## src/rtl/wb_master_arbiter.sv

```systemverilog
// Round-robin Wishbone arbiter: NM masters share one slave port, with a stall watchdog.
// Latency: one arbitration cycle from a master's cyc to s_cyc_o; data/ack paths are combinational.
// Backpressure: losing masters wait with cyc held; the grant persists for the whole cyc frame.
module wb_master_arbiter #(
    parameter int NM      = 3,
    parameter int AW      = 32,
    parameter int DW      = 32,
    parameter int TIMEOUT = 255
) (
    input  logic                 clk_i,
    input  logic                 nrst_i,
    input  logic [NM*AW-1:0]     m_adr_i,
    input  logic [NM*DW-1:0]     m_dat_i,
    input  logic [NM*DW/8-1:0]   m_sel_i,
    input  logic [NM-1:0]        m_we_i,
    input  logic [NM-1:0]        m_cyc_i,
    input  logic [NM-1:0]        m_stb_i,
    output logic [DW-1:0]        m_dat_o,
    output logic [NM-1:0]        m_ack_o,
    output logic [NM-1:0]        m_err_o,
    output logic [AW-1:0]        s_adr_o,
    output logic [DW-1:0]        s_dat_o,
    output logic [DW/8-1:0]      s_sel_o,
    output logic                 s_we_o,
    output logic                 s_cyc_o,
    output logic                 s_stb_o,
    input  logic [DW-1:0]        s_dat_i,
    input  logic                 s_ack_i,
    input  logic                 s_err_i,
    output logic [NM-1:0]        grant_o,
    output logic                 timeout_o
);
    localparam int SW = DW / 8;
    localparam int IW = (NM > 1) ? $clog2(NM) : 1;
    localparam int WW = (TIMEOUT > 0) ? $clog2(TIMEOUT + 1) : 1;

    typedef enum logic {IDLE, BUSY} state_t;

    state_t          r_state;
    logic [NM-1:0]   r_grant;
    logic [IW-1:0]   r_gidx;
    logic [IW-1:0]   r_last;
    logic [WW-1:0]   r_wdog;

    logic            w_found;
    logic [IW:0]     w_sum;
    logic [IW-1:0]   w_pick;
    logic [NM-1:0]   w_pick_oh;
    logic            w_cyc;
    logic            w_stb;
    logic            w_expire;

    // Search last+1, last+2, ... modulo NM; the first requester wins.
    always_comb begin
        w_found   = 1'b0;
        w_pick    = '0;
        w_sum     = '0;
        w_pick_oh = '0;
        for (int i = 1; i <= NM; i++) begin
            w_sum = {1'b0, r_last} + (IW+1)'(i);
            if (w_sum >= (IW+1)'(NM))
                w_sum = w_sum - (IW+1)'(NM);
            if (!w_found && m_cyc_i[w_sum[IW-1:0]]) begin
                w_found = 1'b1;
                w_pick  = w_sum[IW-1:0];
            end
        end
        for (int k = 0; k < NM; k++)
            w_pick_oh[k] = w_found && (w_pick == IW'(k));
    end

    always_comb begin
        s_adr_o = '0;
        s_dat_o = '0;
        s_sel_o = '0;
        s_we_o  = 1'b0;
        w_cyc   = 1'b0;
        w_stb   = 1'b0;
        if (r_state == BUSY) begin
            for (int k = 0; k < NM; k++) begin
                if (r_gidx == IW'(k)) begin
                    s_adr_o = m_adr_i[k*AW +: AW];
                    s_dat_o = m_dat_i[k*DW +: DW];
                    s_sel_o = m_sel_i[k*SW +: SW];
                    s_we_o  = m_we_i[k];
                    w_cyc   = m_cyc_i[k];
                    w_stb   = m_stb_i[k];
                end
            end
        end
        w_expire  = (TIMEOUT != 0) && w_stb && (r_wdog == WW'(TIMEOUT));
        s_cyc_o   = w_cyc;
        s_stb_o   = w_stb && !w_expire;
        timeout_o = w_expire;
        m_ack_o   = r_grant & {NM{s_ack_i}};
        m_err_o   = r_grant & {NM{s_err_i | w_expire}};
        m_dat_o   = (r_state == BUSY) ? s_dat_i : '0;
    end

    assign grant_o = r_grant;

    always_ff @(posedge clk_i) begin
        if (!nrst_i) begin
            r_state <= IDLE;
            r_grant <= '0;
            r_gidx  <= '0;
            r_last  <= IW'(NM - 1);
            r_wdog  <= '0;
        end else begin
            case (r_state)
                IDLE: begin
                    r_wdog <= '0;
                    if (w_found) begin
                        r_grant <= w_pick_oh;
                        r_gidx  <= w_pick;
                        r_state <= BUSY;
                    end
                end
                BUSY: begin
                    if (!w_cyc) begin
                        r_state <= IDLE;
                        r_grant <= '0;
                        r_last  <= r_gidx;
                        r_wdog  <= '0;
                    end else if (TIMEOUT == 0 || w_expire || !w_stb || s_ack_i || s_err_i) begin
                        r_wdog <= '0;
                    end else if (r_wdog != '1) begin
                        r_wdog <= r_wdog + WW'(1);
                    end
                end
                default: r_state <= IDLE;
            endcase
        end
    end
endmodule

```

## config.mk

```make
export PLATFORM = sky130hd
export DESIGN_NAME = wb_master_arbiter
export DESIGN_NICKNAME = d
export VERILOG_FILES = /design/src/rtl/wb_master_arbiter.sv
export SDC_FILE = /design/constraint.sdc
export NUM_CORES = 1
export LEC_CHECK = 0
export BUFFER_PORTS_ARGS = -buffer_cell sky130_fd_sc_hd__buf_4
export CORE_AREA = 8 8 135 137
export CTS_CLUSTER_SIZE = 14
export DETAILED_ROUTE_END_ITERATION = 8
export DIE_AREA = 0 0 143 145
export SLEW_MARGIN = 10
export SYNTH_ARGS = -nofsm -noshare
export SYNTH_HDL_FRONTEND = slang
export SYNTH_SLANG_ARGS = --single-unit
```

## constraint.sdc

```tcl
create_clock -name clk_i -period 3.57 [get_ports clk_i]
set_input_delay 0.357 -clock clk_i [delete_from_list [all_inputs] [get_ports clk_i]]
set_output_delay 0.357 -clock clk_i [all_outputs]
set_load 0.02 [all_outputs]
```

==> results.txt <==
----------------------------------------------------
[Synth]
  Xor and xnor fraction of the mapped netlist area ... approximately 1.7%
  Most frequent cells after synthesis ... sky130_fd_sc_hd__and2_1, sky130_fd_sc_hd__mux2i_1, sky130_fd_sc_hd__nand2_1
  Register bit count reported by yosys ... 16
  Total nets after synthesis ... between 700 and 800
  Simple-gate share of the synthesized area ... a little under two fifths
  Multiplexer share of the synthesized area ... 25.1%
  Most used flip-flop cell after synthesis ... sky130_fd_sc_hd__dfxtp_1
  Seq/Total Area, Yosys ... 10.6%
  Async SR Flop Fraction ... 0%
  Post-synthesis cell area ... approximately 3000 um^2
  Distinct cell type count of the synthesized netlist ... 38
  Yosys synthesis warning count ... 0
  Fraction of synthesized cell area taken by the top area cell type ... 25.1%
  Largest cells by area after synthesis ... sky130_fd_sc_hd__mux2i_1, sky130_fd_sc_hd__and2_1, sky130_fd_sc_hd__o21ai_0
  Main combinational cell family by area after synthesis ... simple AND/OR/NAND/NOR gates
  Post-synthesis cell type with the largest combined area ... sky130_fd_sc_hd__mux2i_1
  Count leader, synth ... sky130_fd_sc_hd__and2_1
  Average cell area after synthesis ... between 6 and 7 um^2
  Number of enable-type register cells in the synthesized netlist ... 0
  Adder-Cell Fraction of Synth Area ... around 1.6%
  Cell count after synthesis ... roughly 450
  Complex-gate fraction of the synthesized area ... between 15 and 20%

[Worst hold path]
  Min-delay worst type ... primary input to flop
  Worst hold path cell count ... 2
  Min-delay src ... nrst_i
  Terminating pin of the worst hold path ... r_last[1]

[STA]
  Portion of the clock cycle consumed by the worst path in the final layout ... roughly 81%
  Worst hold-check slack ... approximately 0.36 ns
  Shortest clock period the worst path allows after layout ... 2.91 ns
  Final-report max-slew violation count ... 0
  FMAX ... ~340 MHz
  Pin slew with the least headroom to its limit ... 0.859 ns
  Total count of hold-check failures in the final report ... 0
  Final setup violation count ... 0
  Tightest slew margin relative to the limit ... 42.7%
  Clk_skew ... 0.00138 ns
  Summed negative setup slack over all endpoints ... 0 ns
  Setup repair after global routing missed its margin ... no

[Routing]
  Per-cell routed wire length ... roughly 16 um
  Vias ... about 4300
  DRT iter0 DRCs ... between 150 and 200
  Wirelength, routed ... 16.4 mm
  Post-detailed-route count of antenna-violating nets ... 0
  # DRC ... 0
  Post-detailed-route via-to-cell ratio ... about 4.3
  First-pass iteration count of the detailed router ... 6

[Floorplan]
  Horiz. Die Dim ... ~140 um
  Boundary pin count ... roughly 360
  Die Y ... around 150 um
  Floorplan Core Area ... between 15000 and 20000 um^2
  Number of placement rows ... 47
  Floorplan die area ... ~21000 um^2
  Starting utilization of the core area ... a little under a fifth

[Finish]
  Total area of sequential cells ... roughly 330 um^2
  Filler cell count in the final layout ... roughly 1700
  Area used by multi-input combinational logic ... 2530 um^2
  Number of diodes ... 0
  Non-filler cells in the finished layout ... between 1000 and 1500
  Layout cells sized above 1 ... between 40% and 50%
  Post-route core utilization ... between 30% and 40%
  Synth-to-Final Area Change ... 97.4%
  Net count reported at finish ... between 1000 and 1500

[Clocking]
  CTS buffer count ... 3
  Worst-skew pair later-pin latency ... roughly 0.25 ns
  Clock slew at reported path FFs ... approximately 0.050 ns
  Maximum buffer depth of the clock tree ... 2
  Cell at the root of the clock tree ... sky130_fd_sc_hd__clkbuf_16
  TritonCTS clock tree ... done
  Quantity of hold-fixing buffers added after cts ... 0
  Post-CTS setup-driven buffer insertion count ... 0
  Sinks on Clock Net ... 16
  Count of cells resized by post-cts repair ... 0
  H-tree Lvls ... 1

[Pwr]
  Design Power ... roughly 1.6 mW
  Maximum vdd ir drop ... roughly 0.21 mV
  Leakage power summed over all cells ... 2.81 nW
  Total power density per cell area ... around 260 nW/um^2

[Worst setup path]
  Data required, critical path ... ~3.2 ns
  RR Endpoint ... r_wdog[7]
  Startpoint type of the worst setup path ... flop
  CP Max Fanout ... 38
  Register-to-register path setup slack ... 1.52 ns
  Crit end category ... output pin
  Number of cells on the worst reg-to-reg path ... 4
  Start of the worst register-to-register path ... r_gidx[0]
  Critical path data arrival time ... ~2.6 ns
  Setup Crit Path Kind ... flop to output pin

[Global routing]
  Largest net degree at the start of global routing ... 76
  Total GRT Usage ... 14.7%
  First-pass GRT wire length ... between 20 and 25 mm
  Overall overflow remaining after global route ... 0
  Initial antenna violation count ... 0
  Via count of the first global-routing pass ... between 4000 and 5000

[Place]
  Sum of net half-perimeters after detailed placement ... around 13 mm
  Final estimated routing congestion in global placement ... ~0.85
  Placed cell count ... 999
  Number of I/O port buffers ... approximately 360

[Run status]
  Result of the run ... finished, final reports clean

[Flow run]
  Max-cap violation count ... 0

----------------------------------------------------
[worst max path at each step]
stage	slack [ns]	to	from
2_1_floorplan	1.85	grant_o[0]	r_last[0]
6_report	0.66	s_dat_o[8]	r_gidx[0]
3_3_place_gp	0.94	s_dat_o[10]	r_gidx[0]
5_1_grt	0.47	s_dat_o[9]	r_gidx[0]
4_1_cts	0.67	s_adr_o[31]	r_gidx[0]
3_5_place_dp	0.94	s_dat_o[10]	r_gidx[0]
[worst max-delay path, cell delays in order (launching register included)]
cell and delay [ns]:
sky130_fd_sc_hd__dfxtp_4 0.77, sky130_fd_sc_hd__buf_4 0.66, sky130_fd_sc_hd__mux2i_1 0.38, sky130_fd_sc_hd__o21ai_0 0.11
sky130_fd_sc_hd__and2_1 0.19, sky130_fd_sc_hd__buf_4 0.15
[registers in the layout, summed over array words and instances (netlist names)]
| name | flops |
|---|---|
| r_wdog | 8 |
| grant_o | 3 |
| r_gidx | 2 |
| r_last | 2 |
| r_state | 1 |
[power by group]
group / switching, mW / internal (mW) / total, mW
logic: 0.531 / 0.559 / 1.09
clock network: 0.0711 / 0.152 / 0.223
registers: 0.0562 / 0.190 / 0.246
total: 0.658 / 0.900 / 1.56
[cell families after synthesis]
logic type,after synthesis
AND/OR/NAND/NOR,217
AO/OA/AOI/OAI,89
multiplexers,76
buffers and inverters,44
flip-flops,16
XOR/XNOR,6
adder cells (fa/ha/maj),4
[cell type report]
| class | instances | area share [%] |
|---|---|---|
| Clock buffer | 4 | 1.32 |
| Inverter | 6 | 0.376 |
| Multi-Input combinational cell | 392 | 42.3 |
| Sequential cell | 16 | 5.45 |
| Tap cell | 220 | 4.59 |
| Timing Repair Buffer | 365 | 45.9 |
[metrics by stage]
step | area, um^2 | worst slack [ns]
2_1_floorplan | 3040 | 1.85
3_3_place_gp | 5910 | 0.937
3_5_place_dp | 5910 | 0.938
4_1_cts | 5990 | 0.668
5_1_grt | 5990 | 0.469
6_report | 5990 | 0.664
[cell usage in the layout, fill, tap and decap left out, types with 2 or more instances in the layout]
cell	n
sky130_fd_sc_hd__inv_1	6
sky130_fd_sc_hd__buf_4	364
sky130_fd_sc_hd__o21ai_0	71
sky130_fd_sc_hd__nand3b_1	2
sky130_fd_sc_hd__mux2i_1	76
sky130_fd_sc_hd__xor2_1	2
sky130_fd_sc_hd__a21boi_0	2
sky130_fd_sc_hd__ha_1	4
sky130_fd_sc_hd__xnor2_1	4
sky130_fd_sc_hd__dfxtp_2	2
sky130_fd_sc_hd__a41o_1	2
sky130_fd_sc_hd__nor2b_1	4
sky130_fd_sc_hd__nand3_1	5
sky130_fd_sc_hd__nor2_1	5
sky130_fd_sc_hd__a21oi_1	2
sky130_fd_sc_hd__nand2b_1	3
sky130_fd_sc_hd__nand2_1	76
sky130_fd_sc_hd__clkbuf_16	3
sky130_fd_sc_hd__dfxtp_1	13
sky130_fd_sc_hd__a31oi_1	2
sky130_fd_sc_hd__nor3_1	11
sky130_fd_sc_hd__and2_1	104
[layer usage]
metal	part of all wire, %	GRT usage [%]	wire length (um)	up-vias
met3	10	4.82	1680	13
met1	41	17.2	6640	1908
met2	48	25.7	7920	218
li1	-	-	-	2194
met5	0	0	0	-
met4	0.91	1.97	149	0
Power figures use the tool's default switching activity.
